===== src/rtl/booth_csa_accum.sv =====
// Sequential radix-4 Booth multiplier front end: one Booth digit per cycle is folded into a
// carry-save pair through a 3:2 compressor; (sum_o + carry_o) mod 2^(2*WIDTH) is the product.
module booth_csa_accum #(
  parameter int unsigned WIDTH = 32
) (
  input  logic               clk,
  input  logic               rst_n,
  input  logic               in_valid,
  output logic               in_ready,
  input  logic [WIDTH-1:0]   a_i,
  input  logic [WIDTH-1:0]   b_i,
  input  logic               signed_i,
  output logic               out_valid,
  input  logic               out_ready,
  output logic [2*WIDTH-1:0] sum_o,
  output logic [2*WIDTH-1:0] carry_o
);

  localparam int unsigned OW   = 2 * WIDTH;
  localparam int unsigned NDIG = WIDTH / 2 + 1;
  localparam int unsigned CW   = $clog2(NDIG + 1);

  typedef enum logic [1:0] {StIdle, StRun, StDone} state_e;

  state_e          state_q, state_d;
  logic [OW-1:0]   x_q, x_d;
  logic [WIDTH+1:0] y_q, y_d;
  logic [OW-1:0]   sum_q, sum_d;
  logic [OW-1:0]   carry_q, carry_d;
  logic [CW-1:0]   cnt_q, cnt_d;

  logic            accept;
  logic [WIDTH+2:0] y_pad;
  logic [2:0]      trip;
  logic [OW-1:0]   pp_base, pp, maj;

  // Booth digit window y[2d+1:2d-1], with y[-1] supplied by the padding zero.
  always_comb begin
    y_pad = {y_q, 1'b0};
    trip  = 3'b000;
    for (int unsigned d = 0; d < NDIG; d++) begin
      if (cnt_q == CW'(d)) trip = y_pad[2*d +: 3];
    end
  end

  always_comb begin
    pp_base = '0;
    case (trip)
      3'b001, 3'b010: pp_base = x_q;
      3'b011:         pp_base = x_q << 1;
      3'b100:         pp_base = -(x_q << 1);
      3'b101, 3'b110: pp_base = -x_q;
      default:        pp_base = '0;
    endcase
    pp  = pp_base << {cnt_q, 1'b0};
    maj = (sum_q & carry_q) | (sum_q & pp) | (carry_q & pp);
  end

  always_comb begin
    state_d  = state_q;
    x_d      = x_q;
    y_d      = y_q;
    sum_d    = sum_q;
    carry_d  = carry_q;
    cnt_d    = cnt_q;
    in_ready = (state_q == StIdle) || ((state_q == StDone) && out_ready);
    accept   = in_valid && in_ready;

    case (state_q)
      StRun: begin
        sum_d   = sum_q ^ carry_q ^ pp;
        carry_d = maj << 1;
        cnt_d   = cnt_q + CW'(1);
        if (cnt_q == CW'(NDIG - 1)) state_d = StDone;
      end
      StDone: begin
        if (out_ready) state_d = StIdle;
      end
      default: ;
    endcase

    // Accept overrides the DONE hand-off so back-to-back operations skip IDLE.
    if (accept) begin
      x_d     = signed_i ? {{WIDTH{a_i[WIDTH-1]}}, a_i} : {{WIDTH{1'b0}}, a_i};
      y_d     = {{2{signed_i & b_i[WIDTH-1]}}, b_i};
      sum_d   = '0;
      carry_d = '0;
      cnt_d   = '0;
      state_d = StRun;
    end
  end

  always_ff @(posedge clk or negedge rst_n) begin
    if (!rst_n) begin
      state_q <= StIdle;
      x_q     <= '0;
      y_q     <= '0;
      sum_q   <= '0;
      carry_q <= '0;
      cnt_q   <= '0;
    end else begin
      state_q <= state_d;
      x_q     <= x_d;
      y_q     <= y_d;
      sum_q   <= sum_d;
      carry_q <= carry_d;
      cnt_q   <= cnt_d;
    end
  end

  assign out_valid = (state_q == StDone);
  assign sum_o     = sum_q;
  assign carry_o   = carry_q;

endmodule


===== config.mk =====
export PLATFORM = sky130hd
export DESIGN_NAME = booth_csa_accum
export DESIGN_NICKNAME = d
export VERILOG_FILES = /design/src/rtl/booth_csa_accum.sv
export SDC_FILE = /design/constraint.sdc
export NUM_CORES = 1
export LEC_CHECK = 0
export CORE_MARGIN = 1
export CORE_UTILIZATION = 40
export CTS_BUF_LIST = sky130_fd_sc_hd__clkbuf_8
export DETAILED_ROUTE_END_ITERATION = 16
export PLACE_DENSITY_LB_ADDON = 0.1
export SLEW_MARGIN = 20
export SYNTH_ARGS = -nofsm -noshare
export SYNTH_HDL_FRONTEND = slang
export SYNTH_SLANG_ARGS = --single-unit
export TNS_END_PERCENT = 100

===== constraint.sdc =====
create_clock -name clk -period 9.1 [get_ports clk]
set_input_delay 2.275 -clock clk [delete_from_list [all_inputs] [get_ports clk]]
set_output_delay 2.275 -clock clk [all_outputs]
set_load 0.02 [all_outputs]

==> metrics.txt <==
DRT met1 WL between 20000 and 25000 um; wire length on met2 about 22000 um; crit end category flip-flop; cell family with most CP delay compound AO/OA/AOI/OAI gates; share of cells above drive strength 1 6.96%; die width a little under 200 um; commonest non-fill, non-tap cell in the layout nand2_1; Root Buffer clkbuf_8; Post-Synth Simple-Gate Area between 20% and 30%; Via-to-Cell Ratio 5.77; Syn Nets just under 2000; Crit Path Class flip-flop to flip-flop; worst slew pin tran roughly 1100 ps; largest net degree at the start of global routing 120; Data arrival, critical path ~7000 ps; die area about 0.038 sq mm; CTS Buffer Depth 2; Tmin final 6600 ps; H-tree depth 4; worst path cell trace buf_4, ha_1, and3_1, ha_1, nor2_1, a221oi_1, nor2_1, a31oi_4, xnor2_2, buf_4, o22ai_1, a32oi_1, o311ai_1, a221oi_1, nand2_1, nand2_1, o21ai_0, o21ai_0, fa_1, o21ai_0; Clock Latency Late Sink between 500 and 600 ps; Synth Flop Type dfrtp_1; Final Routed Wirelength 48600 um; commonest non-fill, non-tap cells in the layout nand2_1, dfrtp_1, clkdlybuf4s50_1; Worst-path clk slew 110 ps; Compound-Gate Fraction of Synth Area 20.0%; DR DRC count 0; Setup Buffers After CTS 0; # clock sinks 200; Post-Synthesis Cell Area 0.0148 sq mm; Rel. slew slack 24.3%; fillers roughly 3600; Final ANT Viol Nets 0; post-detail-place hpwl ~35000 um; gpl congestion approximately 0.98; final hold viol count 0; PortBufs 197; register area share after synthesis about a third; Via Count 13800; CTS tree done; share of the synthesized area in the top cell type ~34%; fin worst setup slack between 2000 and 2500 ps; Buf/Inv on CP 2; hold_buf cts 0; number of synthesized flops with an enable pin 0; Max FO, Critical Path 46; largest family of logic cells by synthesized area simple AND/OR/NAND/NOR gates; CTS buffer count 17; Finished Core Util between 40% and 50%; routed wl met3 between 3000 and 4000 um; Adder-Cell Fraction of Synth Area under 10%; vias in the first global route roughly 13000; Tot GR Track Use between 20% and 30%; num rows 70; worst endpoint required time 9540 ps; xor/xnor share of the synthesized area 1.05%; Yosys warning count 0; HP Class flip-flop to flip-flop; die height about 190 um; ANT cells 0; cells after synthesis 1821; GRT overflow 0; most area-hungry cell type in the Yosys netlist dfrtp_1; CP most frequent cell o21ai_0; max-slew violation count 0; slowest stage delay, CP roughly 740 ps; post-cts sizing count 0; Slowest-stage cell, CP ha_1; IO Count approximately 200; RSZ-0062 raised after global routing no; core area 0.0365 sq mm; Setup Skew roughly 17 ps; initial antenna violation count 0; Max Clk Rate roughly 0.15 GHz; WL/cell between 20 and 25 um; Area contributors post-synth dfrtp_1, fa_1, nand2_1, o21ai_0, nand3_1; Area Growth Syn to Fin 17.1%; Initial Utilization 40.5%; # Max-Cap Violations 0; status completed; pre-CTS WS 2600 ps; Final setup viols 0; Setup TNS 0 ps; Synth cell types between 90 and 100; initial DRC count ~1500; Top Metal Used met4; first-pass GRT wire length 76600 um; Synth Register Bits 200; Pre-Repair DR Iteration Count 6; Post-synth ARST share 100%; post-synthesis area per instance slightly above 8 sq um; startpoint types flip-flop; Tcrit/Tclk final between 70% and 80%; Post-layout nets 2051; mux contribution to synthesized area under 10%
[worst min-delay path, cell delays in order, from the launching register on]
cell	delay, ps
dfrtp_1	350
nand2_1	50
nand2_1	60
[state kept, by name, summed over array words and instances (netlist names)]
signal,flops
sum_o,64
x_q,33
carry_o,63
state_q,2
y_q,33
cnt_q,5
[final timing paths]
path,from,to,slack (ps),cells after the start
setup reg to reg,cnt_q[1],sum_o[51],2500,20
max in group asynchronous,rst_n,y_q[3],5920,2
min in group asynchronous,rst_n,sum_o[11],1810,1
hold / removal,y_q[24],y_q[24],490,2
setup / recovery,cnt_q[1],sum_o[51],2500,20
hold reg to reg,y_q[24],y_q[24],490,2
[layout make-up]
class / count / area (sq um) / share of cell area [%]
Multi-Input combinational cell: 1321 / 8600 / 49.6
Inverter: 147 / 552 / 3.18
Timing Repair Buffer: 226 / 2190 / 12.7
Sequential cell: 200 / 5010 / 28.9
Clock inverter: 13 / 135 / 0.779
Clock buffer: 19 / 262 / 1.51
Tap cell: 468 / 586 / 3.38
[layer usage]
| layer | up-vias | track usage [%] |
|---|---|---|
| met3 | 83 | 4.55 |
| met4 | 0 | 9.44 |
| met5 | - | 0 |
| met1 | 6680 | 37.2 |
| li1 | 6499 | - |
| met2 | 542 | 39.7 |
[Yosys cell counts, types with 7 or more instances]
cell type,n
nor3_1,30
o21ai_0,191
xnor2_1,8
buf_4,8
clkbuf_1,95
buf_2,25
a22oi_1,16
ha_1,7
or4_1,7
nand2b_1,11
buf_1,20
fa_1,62
nand2_1,315
nand3_1,152
nor4_1,13
a221oi_1,11
dfrtp_1,200
o22ai_1,19
and2_1,9
a22o_1,13
mux2_2,17
or3_1,18
nor2_1,87
nor2b_1,9
a31oi_1,9
a211oi_1,15
a21oi_1,80
nand4_1,8
inv_1,144
mux4_2,12
mux2i_1,46
a32oi_1,7
o211ai_1,10
and3_1,9
[stage by stage]
stage / instances / hold slack (ps) / instance area, sq um
5_1_grt: 2394 / 501 / 17300
6_report: 2394 / 486 / 17300
4_1_cts: 2394 / 487 / 17300
3_5_place_dp: 2362 / 462 / 16900
3_3_place_gp: 2362 / 463 / 16900
2_1_floorplan: 1821 / 446 / 14800
[cell families after synthesis]
group                      Yosys count
AOI/OAI and AO/OA                  463
xor gates and xnor gates            16
adders and majority gates           69
buffers and inverters              300
DFF                                200
muxes                               76
other                                1
and+or+nand+nor                    696
Power is left out: the tool's default activity adds up to more than one toggle a clock period on the data nets, which glitch-free logic cannot reach.
